$ cat config.mk
export PLATFORM = sky130hd
export DESIGN_NAME = tx
export DESIGN_NICKNAME = d
export VERILOG_FILES = /design/src/rtl/uart_pkg.sv /design/src/rtl/tx_bit_timer.sv /design/src/rtl/tx.sv
export SDC_FILE = /design/constraint.sdc
export NUM_CORES = 1
export LEC_CHECK = 0
export ABC_AREA = 1
export BUFFER_PORTS_ARGS = -buffer_cell sky130_fd_sc_hd__buf_2
export CAP_MARGIN = 20
export CORE_UTILIZATION = 40
export DETAILED_ROUTE_END_ITERATION = 10
export PLACE_DENSITY = 0.63
export SLEW_MARGIN = 20
export SYNTH_ARGS = -nofsm -noshare
export SYNTH_HDL_FRONTEND = slang
export SYNTH_SLANG_ARGS = --single-unit
export TNS_END_PERCENT = 50
$ cat constraint.sdc
create_clock -name clk -period 1.8 [get_ports clk]
set_input_delay 0.09 -clock clk [delete_from_list [all_inputs] [get_ports clk]]
set_output_delay 0.09 -clock clk [all_outputs]
set_load 0.05 [all_outputs]
$ cat src/rtl/uart_pkg.sv
// rtl/uart_pkg.sv - shared UART types and constants
package uart_pkg;

    typedef enum logic [1:0] {
        IDLE  = 2'd0,
        START = 2'd1,
        DATA  = 2'd2,
        STOP  = 2'd3
    } tx_state_e;

    localparam int DATA_BITS = 8;
    localparam int CNT_W     = 16;

endpackage

$ cat src/rtl/tx_bit_timer.sv
// rtl/tx_bit_timer.sv - bit-period counter, pulses bit_done on the last clock of each bit
module tx_bit_timer
    import uart_pkg::*;
#(
    parameter int PULSES_BIT = 28
) (
    input  logic clk,
    input  logic rst_n,
    input  logic clear,
    input  logic enable,
    output logic bit_done
);

    localparam logic [CNT_W-1:0] LAST = CNT_W'(PULSES_BIT - 1);

    logic [CNT_W-1:0] cnt_q;
    logic [CNT_W-1:0] cnt_d;

    assign bit_done = enable && (cnt_q == LAST);

    // Count through one bit period, wrapping to zero on the bit boundary
    always_comb begin
        cnt_d = cnt_q;
        if (clear || bit_done) begin
            cnt_d = '0;
        end else if (enable) begin
            cnt_d = cnt_q + 1'b1;
        end
    end

    // Counter register
    always_ff @(posedge clk or negedge rst_n) begin
        if (!rst_n) begin
            cnt_q <= '0;
        end else begin
            cnt_q <= cnt_d;
        end
    end

endmodule

$ cat src/rtl/tx.sv
// rtl/tx.sv - UART transmitter with one-byte holding register; UART_TX_STOP2_EN selects two stop bits
module tx
    import uart_pkg::*;
#(
    parameter int PULSES_BIT = 28
) (
    input  logic       clk,
    input  logic       rst_n,
    input  logic [7:0] data_in,
    input  logic       valid,
    output logic       ready,
    output logic       data_Tx,
    output logic       busy
);

    localparam logic [2:0] LAST_BIT = 3'(DATA_BITS - 1);

    tx_state_e  state_q, state_d;
    logic [7:0] hold_q, hold_d;
    logic       hold_full_q, hold_full_d;
    logic [7:0] shift_q, shift_d;
    logic [2:0] bit_cnt_q, bit_cnt_d;
    logic       data_tx_q, data_tx_d;

    logic       timer_clear;
    logic       timer_en;
    logic       bit_done;
    logic       stop_last;

    tx_bit_timer #(
        .PULSES_BIT(PULSES_BIT)
    ) u_bit_timer (
        .clk     (clk),
        .rst_n   (rst_n),
        .clear   (timer_clear),
        .enable  (timer_en),
        .bit_done(bit_done)
    );

`ifdef UART_TX_STOP2_EN
    logic stop_second_q, stop_second_d;

    // Toggles on each stop-bit boundary so the frame ends on the second one
    always_comb begin
        stop_second_d = stop_second_q;
        if (state_q == STOP && bit_done) begin
            stop_second_d = !stop_second_q;
        end
    end

    // Second-stop-bit flag register
    always_ff @(posedge clk or negedge rst_n) begin
        if (!rst_n) begin
            stop_second_q <= 1'b0;
        end else begin
            stop_second_q <= stop_second_d;
        end
    end

    assign stop_last = stop_second_q;
`else
    assign stop_last = 1'b1;
`endif

    assign ready   = !hold_full_q;
    assign data_Tx = data_tx_q;
    assign busy    = (state_q != IDLE);

    // Handshake, frame sequencing and next line level
    always_comb begin
        state_d     = state_q;
        hold_d      = hold_q;
        hold_full_d = hold_full_q;
        shift_d     = shift_q;
        bit_cnt_d   = bit_cnt_q;
        timer_clear = 1'b0;
        timer_en    = 1'b0;

        // ready is low whenever hold is full, so this never collides with a load
        if (valid && !hold_full_q) begin
            hold_d      = data_in;
            hold_full_d = 1'b1;
        end

        case (state_q)
            IDLE: begin
                timer_clear = 1'b1;
                if (hold_full_q) begin
                    shift_d     = hold_q;
                    hold_full_d = 1'b0;
                    bit_cnt_d   = '0;
                    state_d     = START;
                end
            end
            START: begin
                timer_en = 1'b1;
                if (bit_done) begin
                    bit_cnt_d = '0;
                    state_d   = DATA;
                end
            end
            DATA: begin
                timer_en = 1'b1;
                if (bit_done) begin
                    if (bit_cnt_q == LAST_BIT) begin
                        bit_cnt_d = '0;
                        state_d   = STOP;
                    end else begin
                        bit_cnt_d = bit_cnt_q + 1'b1;
                    end
                end
            end
            STOP: begin
                timer_en = 1'b1;
                if (bit_done && stop_last) begin
                    // Chain straight into the next start bit when a byte is waiting
                    if (hold_full_q) begin
                        shift_d     = hold_q;
                        hold_full_d = 1'b0;
                        bit_cnt_d   = '0;
                        state_d     = START;
                    end else begin
                        state_d = IDLE;
                    end
                end
            end
            default: state_d = IDLE;
        endcase

        case (state_d)
            START:   data_tx_d = 1'b0;
            DATA:    data_tx_d = shift_d[bit_cnt_d];
            default: data_tx_d = 1'b1;
        endcase
    end

    // State, datapath and registered line output
    always_ff @(posedge clk or negedge rst_n) begin
        if (!rst_n) begin
            state_q     <= IDLE;
            hold_q      <= '0;
            hold_full_q <= 1'b0;
            shift_q     <= '0;
            bit_cnt_q   <= '0;
            data_tx_q   <= 1'b1;
        end else begin
            state_q     <= state_d;
            hold_q      <= hold_d;
            hold_full_q <= hold_full_d;
            shift_q     <= shift_d;
            bit_cnt_q   <= bit_cnt_d;
            data_tx_q   <= data_tx_d;
        end
    end

endmodule

==> metrics.txt, run 1 <==
# TYPE chip_impl_metric gauge
chip_impl_metric{name="synth-edff-count",unit=""} 0
chip_impl_metric{name="clock_insertion_delay_worst_skew",unit="ns"} 0.30
chip_impl_metric{name="finish.instance_area",unit="um2"} 3280
chip_impl_metric{name="arrival",unit="ns"} 2.18
chip_impl_metric{name="antenna_found_initial",unit=""} 0
chip_impl_metric{name="fin_nets",unit=""} 385
chip_impl_metric{name="worst_hold_path.num_cells",unit=""} 2
chip_impl_metric{name="routed_wirelength",unit="um"} 5570
chip_impl_info{name="timing.setup.critical_path_class",value="reg2reg"} 1
chip_impl_info{name="flip_flop_cell_with_the_highest_count_after_synthesis",value="dfrtp_1"} 1
chip_impl_metric{name="number_of_clock_buffers_inserted_by_tritoncts",unit=""} 5
chip_impl_info{name="hold-path-endpoint",value="hold_full_q$_DFF_PN0_"} 1
chip_impl_metric{name="crit_required",unit="ns"} 2.04
chip_impl_metric{name="timing.clock.skew",unit="ns"} 0.00234
chip_impl_metric{name="reg2reg_depth",unit=""} 16
chip_impl_metric{name="clockPowerShare",unit="%"} 18.2
chip_impl_info{name="cts_tree",value="built"} 1
chip_impl_metric{name="m1WireLength",unit="um"} 2470
chip_impl_metric{name="share_of_layout_cells_above_drive_strength_1",unit="%"} 48.6
chip_impl_info{name="worstReg2RegStart",value="state_q[1]$_DFF_PN0_"} 1
chip_impl_metric{name="worst_setup_hold_path_clk_slew",unit="ns"} 0.08
chip_impl_metric{name="wl_met3",unit="um"} 274
chip_impl_metric{name="port_buffers",unit=""} 13
chip_impl_metric{name="syn_inst",unit=""} 292
chip_impl_metric{name="number_of_nets_in_the_synthesized_netlist",unit=""} 310
chip_impl_metric{name="detail-route-antenna-nets",unit=""} 0
chip_impl_metric{name="syn_area_per_cell",unit="um2"} 7.97
chip_impl_metric{name="final_critical_path_setup_slack",unit="ns"} -0.138
chip_impl_metric{name="num_rows",unit=""} 27
chip_impl_metric{name="seq_power_share",unit="%"} 29.0
chip_impl_metric{name="cellInternalPower",unit="mW"} 2.53
chip_impl_metric{name="power_per_cell_area",unit="nW/um2"} 1290
chip_impl_metric{name="globalRoute.totalOverflow",unit=""} 0
chip_impl_metric{name="ys_seq_area_share",unit="%"} 42.0
chip_impl_metric{name="dieHeight",unit="um"} 78.3
chip_impl_metric{name="clk_sink_count",unit=""} 39
chip_impl_metric{name="met2RoutedLength",unit="um"} 2710
chip_impl_metric{name="io_pins",unit=""} 14
chip_impl_info{name="critical_path.reg2reg.endpoint",value="data_Tx$_DFF_PN1_"} 1
chip_impl_metric{name="asyncSetResetFlopFracSynth",unit="%"} 100
chip_impl_metric{name="floorplan.die.width",unit="um"} 78.3
chip_impl_metric{name="cts_max_path_buffers",unit=""} 2
chip_impl_metric{name="timing.fmax",unit="GHz"} 0.516
chip_impl_metric{name="detail_route.vias_per_cell",unit=""} 4.82
chip_impl_metric{name="drc_errors",unit=""} 0
chip_impl_metric{name="power_switching",unit="mW"} 1.69
chip_impl_info{name="cts-root-buf",value="clkbuf_8"} 1
chip_impl_metric{name="layout_min_cycle_time",unit="ns"} 1.94
chip_impl_metric{name="layout.core_utilization",unit="%"} 58.9
chip_impl_metric{name="post_synth_instance_area",unit="um2"} 2330
chip_impl_metric{name="wire_per_inst",unit="um"} 12.7
chip_impl_metric{name="worst_ir_drop_vdd",unit="uV"} 945
chip_impl_metric{name="via_count_of_the_first_global_routing_pass",unit=""} 2090
chip_impl_metric{name="transition_time_of_the_tightest_slew_check_pin",unit="ns"} 0.395
chip_impl_metric{name="finalSetupViolations",unit=""} 7
chip_impl_metric{name="core_area",unit="um2"} 5570
chip_impl_info{name="hold_path_class",value="in2reg"} 1
chip_impl_metric{name="antenna_cells",unit=""} 0
chip_impl_metric{name="post-route-period-util",unit="%"} 108
chip_impl_metric{name="drv_cap",unit=""} 0
chip_impl_info{name="top_layer_used",value="met4"} 1
chip_impl_metric{name="initial_core_utilization",unit="%"} 41.8
chip_impl_metric{name="combinationalPowerShare",unit="%"} 52.8
chip_impl_info{name="end_kind",value="register"} 1
chip_impl_metric{name="detailed_place.area",unit="um2"} 2790
chip_impl_metric{name="drtIter0Drc",unit=""} 119
chip_impl_metric{name="critPathMaxFanout",unit=""} 6
chip_impl_metric{name="gp_routability_congestion",unit=""} 0.936
chip_impl_metric{name="hold_violations",unit=""} 0
chip_impl_metric{name="hpwlAfterDp",unit="um"} 3790
chip_impl_info{name="failed_checks",value="negative setup slack"} 1
chip_impl_metric{name="num_vias",unit=""} 2122
chip_impl_metric{name="synth_seq_cells",unit=""} 39
chip_impl_info{name="rsz0062_at_grt",value="yes"} 1
chip_impl_metric{name="pin_count_of_the_biggest_net_entering_global_routing",unit=""} 40
chip_impl_info{name="cp-start-kind",value="register"} 1
chip_impl_metric{name="yosys_warns",unit=""} 0
chip_impl_metric{name="power.leakage",unit="nW"} 1.61
chip_impl_metric{name="post_synth_num_cell_types",unit=""} 34
chip_impl_metric{name="rrSetupSlack",unit="ns"} -0.14
chip_impl_metric{name="max_slew_margin",unit="%"} 73.5
chip_impl_metric{name="power.share.switching",unit="%"} 40.1
chip_impl_metric{name="fin_hold_ws",unit="ns"} 0.0156
chip_impl_metric{name="syn_to_final_growth",unit="%"} 40.9
chip_impl_metric{name="dieArea",unit="um2"} 6130
chip_impl_info{name="holdCritStartpoint",value="valid"} 1
chip_impl_info{name="status",value="finished, violations left"} 1
chip_impl_metric{name="finalMaxSlewViolations",unit=""} 0
chip_impl_metric{name="grtUsageTotal",unit="%"} 19.4
chip_impl_metric{name="drt_first_pass_iters",unit=""} 4
chip_impl_metric{name="grt_pass1_wl",unit="um"} 9260
chip_impl_metric{name="htree_levels",unit=""} 2
## worst max path at each step
stage,from,to,slack [ns],depth (start not counted)
2_1_floorplan,state_q[0]$_DFF_PN0_,data_Tx$_DFF_PN1_,0.008,16
3_3_place_gp,u_bit_timer.cnt_q[0]$_DFFE_PN0P_,data_Tx$_DFF_PN1_,-0.08,16
3_5_place_dp,u_bit_timer.cnt_q[0]$_DFFE_PN0P_,data_Tx$_DFF_PN1_,-0.11,17
4_1_cts,state_q[1]$_DFF_PN0_,data_Tx$_DFF_PN1_,-0.1,16
5_1_grt,state_q[1]$_DFF_PN0_,data_Tx$_DFF_PN1_,-0.27,16
6_report,state_q[1]$_DFF_PN0_,data_Tx$_DFF_PN1_,-0.14,16
## cell usage after synthesis (5+ instances only)
library cell / number / area share [%]
o21ai_0: 10 / 2.1
nor2_2: 7 / 1.9
nand3_1: 24 / 5.2
mux2_2: 6 / 2.9
nor2_1: 25 / 4.0
nand2_2: 7 / 1.9
nor3_1: 5 / 1.1
a21oi_1: 11 / 2.4
nand2_1: 80 / 13
ha_1: 7 / 3.8
inv_1: 38 / 6.1
dfrtp_1: 38 / 41
## cells in the final DEF (no fill, tap or decap), types with 6 or more instances in the layout
cell,n
nor2_2,9
nand3_1,14
nand3_2,9
mux2_2,6
a21oi_1,8
o21ai_0,6
inv_2,7
clkbuf_8,6
nand2_1,49
dfrtp_1,38
inv_1,32
buf_2,13
nand2_2,35
nor2_1,21
nand2_4,7
buf_4,51
## through the flow
stage	worst slack, ns	TNS [ns]	power, mW	instances
after floorplan	0.00835	0	2.42	292
after global placement	-0.0758	-0.168	3.00	417
after detailed placement	-0.111	-0.258	3.01	417
after CTS	-0.0954	-0.105	3.82	428
after global routing	-0.273	-1.62	4.51	440
final	-0.138	-0.192	4.22	440
## layout make-up
class / count / area (um2)
Multi-Input combinational cell: 210 / 1410
Clock buffer: 6 / 82.6
Clock inverter: 2 / 35.0
Timing Repair Buffer: 71 / 534
Sequential cell: 39 / 977
Fill cell: 493 / 2290
Tap cell: 72 / 90.1
Inverter: 40 / 154
## registers in the layout (all words and copies together), names as in the netlist
name and flops:
hold_full_q 1, bit_cnt_q 3, u_bit_timer.cnt_q 16, data_Tx 1
state_q 2, hold_q 8, shift_q 8
## critical path: stages (launching register included)
cell,delay (ns)
dfrtp_1,0.37
inv_2,0.06
ha_4,0.17
nor2_4,0.12
nand2_4,0.07
nor2_4,0.13
nand2_4,0.11
nand2_8,0.11
buf_6,0.12
nand3b_1,0.12
nand2_2,0.13
nand3_2,0.07
nand3_2,0.08
nand3_2,0.07
nand2_2,0.06
nand2_2,0.05
nand2_2,0.05
## per-layer routing
| metal | global-route usage [%] | vias to the layer above |
|---|---|---|
| met1 | 25.3 | 978 |
| met4 | 6.67 | 0 |
| met3 | 4.30 | 11 |
| met5 | 0 | - |
| met2 | 31.5 | 53 |
| li1 | - | 1080 |
## timing repair
action	in CTS	in global routing
setup endpoints to repair	6	13
hold buffers	1	0
pin swaps	8	41
buffers inserted	2	12
endpoints found under the hold margin	38	0
gates resized for setup	7	75
## logic make-up after synthesis
logic type | after synthesis | share of synthesized area [%]
simple gates | 166 | 35.4
buf+inv | 43 | 8.01
flops | 39 | 42.0
compound gates | 29 | 7.20
fa+ha+maj | 7 | 3.76
mux | 6 | 2.90
xor+xnor | 2 | 0.752
## power by group through the flow
stage	Clock, mW	Combinational (mW)	Sequential (mW)
finish	0.769	2.23	1.22
global route	0.809	2.45	1.25
CTS	0.782	1.83	1.21
detailed placement	0	1.78	1.23
global placement	0	1.77	1.23
floorplan	0	1.17	1.24
Power figures use the tool's default switching activity.
==> run 2: changes to the inputs <==
ABC_AREA = 0   (was 1)
CAP_MARGIN = 5   (was 20)
PLACE_DENSITY = 0.64   (was 0.63)
==> metrics.txt, run 2 <==
# TYPE chip_impl_metric gauge
chip_impl_metric{name="core_area",unit="um2"} 4750
chip_impl_info{name="synth.top_cells.by_count",value="dfrtp_1, nor2_1, mux2_2"} 1
chip_impl_info{name="most_frequent_cell_after_synthesis",value="dfrtp_1"} 1
chip_impl_metric{name="layout.core_utilization",unit="%"} 59.8
chip_impl_metric{name="htree_levels",unit=""} 2
chip_impl_metric{name="arrival",unit="ns"} 2.88
chip_impl_info{name="most_common_cell_after_layout_fill_and_taps_aside",value="buf_4"} 1
chip_impl_info{name="failed_checks",value="negative setup slack"} 1
chip_impl_metric{name="finalSetupViolations",unit=""} 31
chip_impl_metric{name="worst_ir_drop_vdd",unit="uV"} 802
chip_impl_metric{name="drc_errors",unit=""} 0
chip_impl_metric{name="number_of_nets_in_the_synthesized_netlist",unit=""} 191
chip_impl_metric{name="initial_core_utilization",unit="%"} 41.9
chip_impl_metric{name="drtIter0Drc",unit=""} 44
chip_impl_info{name="layout.cells.most_common_list",value="buf_4, dfrtp_1, nor2_1, buf_2, xor2_1"} 1
chip_impl_metric{name="grtUsageTotal",unit="%"} 21.4
chip_impl_metric{name="cts_max_path_buffers",unit=""} 2
chip_impl_metric{name="crit_required",unit="ns"} 2.01
chip_impl_metric{name="fin_hold_ws",unit="ns"} 0.00793
chip_impl_metric{name="timing.clock.skew",unit="ns"} 0.00736
chip_impl_metric{name="yosys.area.top_type_share",unit="%"} 47.7
chip_impl_info{name="hold_path_class",value="in2reg"} 1
chip_impl_info{name="end_kind",value="register"} 1
chip_impl_metric{name="critPathMaxFanout",unit=""} 5
chip_impl_metric{name="final_critical_path_setup_slack",unit="ns"} -0.863
chip_impl_metric{name="largest_register_ffs",unit=""} 16
chip_impl_metric{name="clk_sink_count",unit=""} 39
chip_impl_info{name="largestRegisters",value="u_bit_timer.cnt_q: 16 flops, hold_q: 8 flops, shift_q: 8 flops"} 1
chip_impl_metric{name="power.leakage",unit="nW"} 1.32
chip_impl_metric{name="num_vias",unit=""} 1638
chip_impl_metric{name="synth-edff-count",unit=""} 0
chip_impl_metric{name="final.fill_count",unit=""} 393
chip_impl_metric{name="timing.fmax",unit="GHz"} 0.375
chip_impl_metric{name="post_synth_num_cell_types",unit=""} 47
chip_impl_metric{name="synth_seq_cells",unit=""} 39
chip_impl_metric{name="dieHeight",unit="um"} 72.6
chip_impl_metric{name="num_rows",unit=""} 25
chip_impl_metric{name="finalMaxSlewViolations",unit=""} 0
chip_impl_metric{name="io_pins",unit=""} 14
chip_impl_info{name="post_synth_main_area_contributors",value="dfrtp_1, mux2_2, ha_1"} 1
chip_impl_info{name="rsz0062_at_grt",value="yes"} 1
chip_impl_info{name="flip_flop_cell_with_the_highest_count_after_synthesis",value="dfrtp_1"} 1
chip_impl_metric{name="transition_time_of_the_tightest_slew_check_pin",unit="ns"} 0.492
chip_impl_metric{name="grt_pass1_wl",unit="um"} 8310
chip_impl_metric{name="worst_setup_hold_path_clk_slew",unit="ns"} 0.08
chip_impl_info{name="timing.setup.critical_path_class",value="reg2reg"} 1
chip_impl_metric{name="post_synth_instance_area",unit="um2"} 1990
chip_impl_metric{name="gp_routability_congestion",unit=""} 0.854
chip_impl_metric{name="post-place-ws",unit="ns"} -0.753
chip_impl_info{name="largest-register",value="u_bit_timer.cnt_q"} 1
chip_impl_metric{name="pin_count_of_the_biggest_net_entering_global_routing",unit=""} 21
chip_impl_metric{name="hold_violations",unit=""} 0
chip_impl_metric{name="drv_cap",unit=""} 0
chip_impl_metric{name="yosys_warns",unit=""} 0
chip_impl_metric{name="ys_seq_area_share",unit="%"} 49.0
chip_impl_metric{name="share_of_layout_cells_above_drive_strength_1",unit="%"} 49.2
chip_impl_metric{name="final.setup.tns",unit="ns"} -7.02
chip_impl_metric{name="floorplan.die.width",unit="um"} 72.6
chip_impl_metric{name="clock_insertion_delay_worst_skew",unit="ns"} 0.30
chip_impl_info{name="cell_type_with_the_highest_aggregate_area_in_the_netlist",value="dfrtp_1"} 1
chip_impl_metric{name="power_per_cell_area",unit="nW/um2"} 1240
chip_impl_metric{name="max_slew_margin",unit="%"} 67.2
chip_impl_metric{name="asyncSetResetFlopFracSynth",unit="%"} 100
chip_impl_metric{name="p_total",unit="mW"} 3.53
chip_impl_metric{name="antenna_cells",unit=""} 0
chip_impl_metric{name="syn_to_final_growth",unit="%"} 42.5
chip_impl_metric{name="dieArea",unit="um2"} 5270
chip_impl_metric{name="detail-route-antenna-nets",unit=""} 0
chip_impl_metric{name="antenna_found_initial",unit=""} 0
chip_impl_metric{name="layout_min_cycle_time",unit="ns"} 2.66
chip_impl_metric{name="hpwlAfterDp",unit="um"} 3400
chip_impl_info{name="cts-root-buf",value="clkbuf_8"} 1
chip_impl_metric{name="wire_per_inst",unit="um"} 15.4
chip_impl_metric{name="routed_wirelength",unit="um"} 4870
chip_impl_info{name="cp-start-kind",value="register"} 1
chip_impl_info{name="status",value="finished, violations left"} 1
chip_impl_metric{name="syn_area_per_cell",unit="um2"} 11.5
chip_impl_metric{name="fin_nets",unit=""} 265
chip_impl_metric{name="post-route-period-util",unit="%"} 148
chip_impl_info{name="cts_tree",value="built"} 1
chip_impl_metric{name="via_count_of_the_first_global_routing_pass",unit=""} 1819
chip_impl_metric{name="syn_inst",unit=""} 173
chip_impl_metric{name="drt_first_pass_iters",unit=""} 4
chip_impl_metric{name="globalRoute.totalOverflow",unit=""} 0
chip_impl_metric{name="port_buffers",unit=""} 13
chip_impl_metric{name="detail_route.vias_per_cell",unit=""} 5.20
chip_impl_metric{name="number_of_clock_buffers_inserted_by_tritoncts",unit=""} 5
==> run 2: logic make-up (layout without fill, tap and decap cells) <==
logic type / count (synthesis) / in the layout / synth area share [%]
adders and majority gates: 7 / 7 / 4.39
muxes: 13 / 13 / 7.21
DFF: 39 / 39 / 49.0
xor gates and xnor gates: 12 / 12 / 5.27
buffers and inverters: 11 / 86 / 2.13
AOI/OAI and AO/OA: 36 / 36 / 15.7
and+or+nand+nor: 55 / 55 / 16.3
==> run 2: layer usage <==
metal	wire length, um	part of all wire (%)	GRT usage [%]
met5	0	0	0
met2	2580	53	37.7
met4	117	2.4	9.15
met1	2030	42	24.7
met3	132	2.7	5.25
==> run 2: path summary, 6_finish.rpt <==
path / startpoint / to / slack [ns] / cells after the start
setup reg to reg: u_bit_timer.cnt_q[7]$_DFFE_PN0P_ / data_Tx$_DFF_PN1_ / -0.86 / 10
setup / recovery: u_bit_timer.cnt_q[7]$_DFFE_PN0P_ / data_Tx$_DFF_PN1_ / -0.86 / 10
min in group asynchronous: rst_n / state_q[1]$_DFF_PN0_ / 0.29 / 2
hold reg to reg: hold_q[0]$_DFFE_PN0P_ / hold_q[0]$_DFFE_PN0P_ / 0.51 / 1
hold / removal: valid / hold_full_q$_DFF_PN0_ / 0.008 / 2
max in group asynchronous: rst_n / u_bit_timer.cnt_q[10]$_DFFE_PN0P_ / 1.04 / 3
==> run 2: timing repair <==
item                                   in CTS  in global routing
gates cloned                                0                  0
pin swaps                                   4                 14
endpoints found under the hold margin      18                  0
buffers inserted                           11                 10
setup endpoints to repair                  31                 31
resized for setup                          16                 18
hold buffers                                1                  0
==> run 2: layout make-up <==
cell class | count | area (um2) | area share, %
clock buffer | 5 | 68.8 | 2.42
timing repair buffer | 70 | 538 | 18.9
tap | 67 | 83.8 | 2.95
sequential | 39 | 977 | 34.4
inverter | 8 | 30.0 | 1.06
multi-input combinational | 123 | 1120 | 39.6
clock inverter | 3 | 20.0 | 0.704
==> run 2: critical path, stage by stage, from the launching register on <==
cell	delay, ns
dfrtp_1	0.39
or4b_4	0.54
buf_6	0.15
o41ai_4	0.34
buf_4	0.19
and3_4	0.19
a211oi_4	0.04
buf_6	0.14
mux2_4	0.29
a22oi_2	0.18
a32oi_1	0.12
==> run 2: power breakdown <==
part / switching [mW] / internal, mW
Clock: 0.311 / 0.269
Sequential: 0.115 / 1.11
Combinational: 0.892 / 0.829
==> run 2: metrics by stage <==
stage,instance area [um2],cells
after CTS,2720,310
after global placement,2500,293
after detailed placement,2500,293
after floorplan,2040,173
after global routing,2840,315
final,2840,315
==> run 3: changes to the inputs <==
BUFFER_PORTS_ARGS = -buffer_cell sky130_fd_sc_hd__clkbuf_2   (was -buffer_cell sky130_fd_sc_hd__buf_2)
==> metrics.txt, run 3 (synthesis gave the netlist of run 2 again) <==
# TYPE chip_impl_metric gauge
chip_impl_metric{name="via_count_of_the_first_global_routing_pass",unit=""} 1767
chip_impl_metric{name="power.share.switching",unit="%"} 35.6
chip_impl_metric{name="routed_wirelength",unit="um"} 4860
chip_impl_metric{name="numPlacedInstances",unit=""} 295
chip_impl_info{name="most_common_cell_after_layout_fill_and_taps_aside",value="buf_4"} 1
chip_impl_metric{name="floorplan.die.width",unit="um"} 72.6
chip_impl_metric{name="detailed_place.area",unit="um2"} 2500
chip_impl_metric{name="max_slew_margin",unit="%"} 66.2
chip_impl_metric{name="drtIter0Drc",unit=""} 55
chip_impl_metric{name="timing.clock.skew",unit="ns"} 0.00447
chip_impl_metric{name="grtUsageTotal",unit="%"} 20.8
chip_impl_metric{name="timing.fmax",unit="GHz"} 0.383
chip_impl_info{name="largestRegisters",value="u_bit_timer.cnt_q: 16 flops, hold_q: 8 flops, shift_q: 8 flops"} 1
chip_impl_metric{name="post-place-ws",unit="ns"} -0.793
chip_impl_metric{name="pin_count_of_the_biggest_net_entering_global_routing",unit=""} 40
chip_impl_metric{name="htree_levels",unit=""} 2
chip_impl_metric{name="drv_cap",unit=""} 0
chip_impl_metric{name="dieArea",unit="um2"} 5270
chip_impl_info{name="status",value="finished, violations left"} 1
chip_impl_info{name="holdCritStartpoint",value="valid"} 1
chip_impl_info{name="worstReg2RegStart",value="u_bit_timer.cnt_q[7]$_DFFE_PN0P_"} 1
chip_impl_metric{name="syn_to_final_growth",unit="%"} 42.6
chip_impl_metric{name="dieHeight",unit="um"} 72.6
chip_impl_info{name="cp-start-kind",value="register"} 1
chip_impl_metric{name="antenna_cells",unit=""} 0
chip_impl_metric{name="reg2reg_depth",unit=""} 7
chip_impl_metric{name="wire_per_inst",unit="um"} 15.3
chip_impl_info{name="setup.worst_path.start",value="u_bit_timer.cnt_q[7]$_DFFE_PN0P_"} 1
chip_impl_info{name="failed_checks",value="negative setup slack"} 1
chip_impl_metric{name="num_vias",unit=""} 1659
chip_impl_metric{name="gp_routability_congestion",unit=""} 0.905
chip_impl_metric{name="worst_ir_drop_vdd",unit="uV"} 881
chip_impl_metric{name="grt_pass1_wl",unit="um"} 8270
chip_impl_metric{name="number_of_buffers_and_inverters_on_the_critical_path",unit=""} 0
chip_impl_metric{name="finalMaxSlewViolations",unit=""} 0
chip_impl_info{name="critical_path.reg2reg.endpoint",value="data_Tx$_DFF_PN1_"} 1
chip_impl_metric{name="final.setup.tns",unit="ns"} -6.03
chip_impl_metric{name="antenna_found_initial",unit=""} 0
chip_impl_info{name="critPathTopFamily",value="simple AND/OR/NAND/NOR gates"} 1
chip_impl_metric{name="detail-route-antenna-nets",unit=""} 0
chip_impl_metric{name="arrival",unit="ns"} 2.82
chip_impl_metric{name="hpwlAfterDp",unit="um"} 3290
chip_impl_metric{name="finalNonFillerCells",unit=""} 317
chip_impl_metric{name="final_critical_path_setup_slack",unit="ns"} -0.808
chip_impl_metric{name="clockPowerShare",unit="%"} 19.7
chip_impl_metric{name="detail_route.vias_per_cell",unit=""} 5.23
chip_impl_metric{name="clk_sink_count",unit=""} 39
chip_impl_info{name="crit_path_top_delay_cell",value="or4b_4"} 1
chip_impl_metric{name="num_rows",unit=""} 25
chip_impl_metric{name="rrSetupSlack",unit="ns"} -0.81
chip_impl_metric{name="layout.core_utilization",unit="%"} 59.8
chip_impl_info{name="cts-root-buf",value="clkbuf_8"} 1
chip_impl_info{name="layout.cells.most_common_list",value="buf_4, dfrtp_1, nor2_1, clkbuf_2, mux2_2"} 1
chip_impl_info{name="cts_tree",value="built"} 1
chip_impl_info{name="timing.setup.critical_path_class",value="reg2reg"} 1
chip_impl_metric{name="finalSetupViolations",unit=""} 16
chip_impl_metric{name="share_of_layout_cells_above_drive_strength_1",unit="%"} 49.6
chip_impl_metric{name="power.leakage",unit="nW"} 1.35
chip_impl_metric{name="globalRoute.totalOverflow",unit=""} 0
chip_impl_metric{name="final.fill_count",unit=""} 379
chip_impl_info{name="largest-register",value="u_bit_timer.cnt_q"} 1
chip_impl_metric{name="power_per_cell_area",unit="nW/um2"} 1310
chip_impl_metric{name="drt_first_pass_iters",unit=""} 4
chip_impl_metric{name="drc_errors",unit=""} 0
chip_impl_metric{name="fin_nets",unit=""} 267
chip_impl_info{name="hold-path-endpoint",value="hold_full_q$_DFF_PN0_"} 1
chip_impl_metric{name="largest_register_ffs",unit=""} 16
chip_impl_metric{name="core_area",unit="um2"} 4750
chip_impl_info{name="end_kind",value="register"} 1
chip_impl_metric{name="worst_hold_path.num_cells",unit=""} 2
chip_impl_metric{name="crit_required",unit="ns"} 2.02
chip_impl_metric{name="layout_min_cycle_time",unit="ns"} 2.61
chip_impl_metric{name="transition_time_of_the_tightest_slew_check_pin",unit="ns"} 0.508
chip_impl_metric{name="combinationalPowerShare",unit="%"} 47.1
chip_impl_metric{name="number_of_clock_buffers_inserted_by_tritoncts",unit=""} 5
chip_impl_metric{name="initial_core_utilization",unit="%"} 41.9
chip_impl_metric{name="critPathMaxFanout",unit=""} 5
chip_impl_metric{name="post-route-period-util",unit="%"} 145
chip_impl_metric{name="finish.instance_area",unit="um2"} 2840
chip_impl_metric{name="port_buffers",unit=""} 13
chip_impl_metric{name="hold_violations",unit=""} 0
chip_impl_metric{name="critical_path_s_largest_stage_delay",unit="ns"} 0.60
chip_impl_info{name="rsz0062_at_grt",value="yes"} 1
chip_impl_info{name="hold_path_class",value="in2reg"} 1
chip_impl_metric{name="cellInternalPower",unit="mW"} 2.40
chip_impl_metric{name="seq_power_share",unit="%"} 33.2
chip_impl_metric{name="io_pins",unit=""} 14
chip_impl_info{name="worstPathCellList",value="or4b_4 > nor4_4 > a21oi_2 > a211oi_4 > mux2_2 > a22oi_1 > a32oi_1"} 1
chip_impl_metric{name="fin_hold_ws",unit="ns"} 0.0101
chip_impl_metric{name="clock_insertion_delay_worst_skew",unit="ns"} 0.29
chip_impl_metric{name="power_switching",unit="mW"} 1.32
chip_impl_metric{name="worst_setup_hold_path_clk_slew",unit="ns"} 0.08
chip_impl_metric{name="cts_max_path_buffers",unit=""} 2
chip_impl_metric{name="p_total",unit="mW"} 3.73
[run 3: changes by cell type in the layout (fill, tap and decap cells not counted), moves of 3 or more]
cell      change
mux2_2        +3
buf_2        -13
mux2_4        -3
clkbuf_2     +13
buf_4         +4
[run 3: cell type report]
cell class              count  area (um2)  area share (%)
inverters                   8        30.0            1.06
flip-flops and latches     39         977            34.4
clock buffers               5        68.8            2.42
well taps                  67        83.8            2.95
multi-input cells         123        1100            38.8
clock inverters             3        43.8            1.54
repair buffers             72         537            18.9
[run 3: timing repair]
action                     in CTS  in global routing
cloned                          0                  0
buffers inserted                8                  8
setup endpoints to repair      31                 31
gates resized for setup        12                 16
pin swaps                      12                  8
hold buffers                    1                  0
hold endpoints to repair       38                  0
[run 3: power by group through the flow]
stage / logic [mW] / clock network, mW / registers, mW
CTS: 1.62 / 0.752 / 1.23
global route: 1.88 / 0.805 / 1.26
global placement: 1.40 / 0 / 1.24
floorplan: 0.862 / 0 / 1.27
finish: 1.75 / 0.736 / 1.24
detailed placement: 1.44 / 0 / 1.25
[run 3: metal layers]
metal,vias up,track usage (%),routed length [um]
met5,-,0,0
li1,777,-,-
met3,11,5.52,167
met1,840,23.9,2050
met4,0,6.54,92
met2,31,37.6,2550
[run 3: worst register-to-register path: cells and delay by family, from the launching register on]
kind | cells | cell delay (ns)
AO/OA/AOI/OAI | 4 | 0.77
flip-flops | 1 | 0.38
multiplexers | 1 | 0.39
AND/OR/NAND/NOR | 2 | 1.00
[run 3: how the worst max path moves through the flow]
stage,to,slack (ns),cells after the start
after floorplan,data_Tx$_DFF_PN1_,-0.76,9
after global placement,data_Tx$_DFF_PN1_,-0.79,9
after detailed placement,data_Tx$_DFF_PN1_,-0.79,9
after CTS,data_Tx$_DFF_PN1_,-0.79,9
after global routing,data_Tx$_DFF_PN1_,-0.90,9
final,data_Tx$_DFF_PN1_,-0.81,7
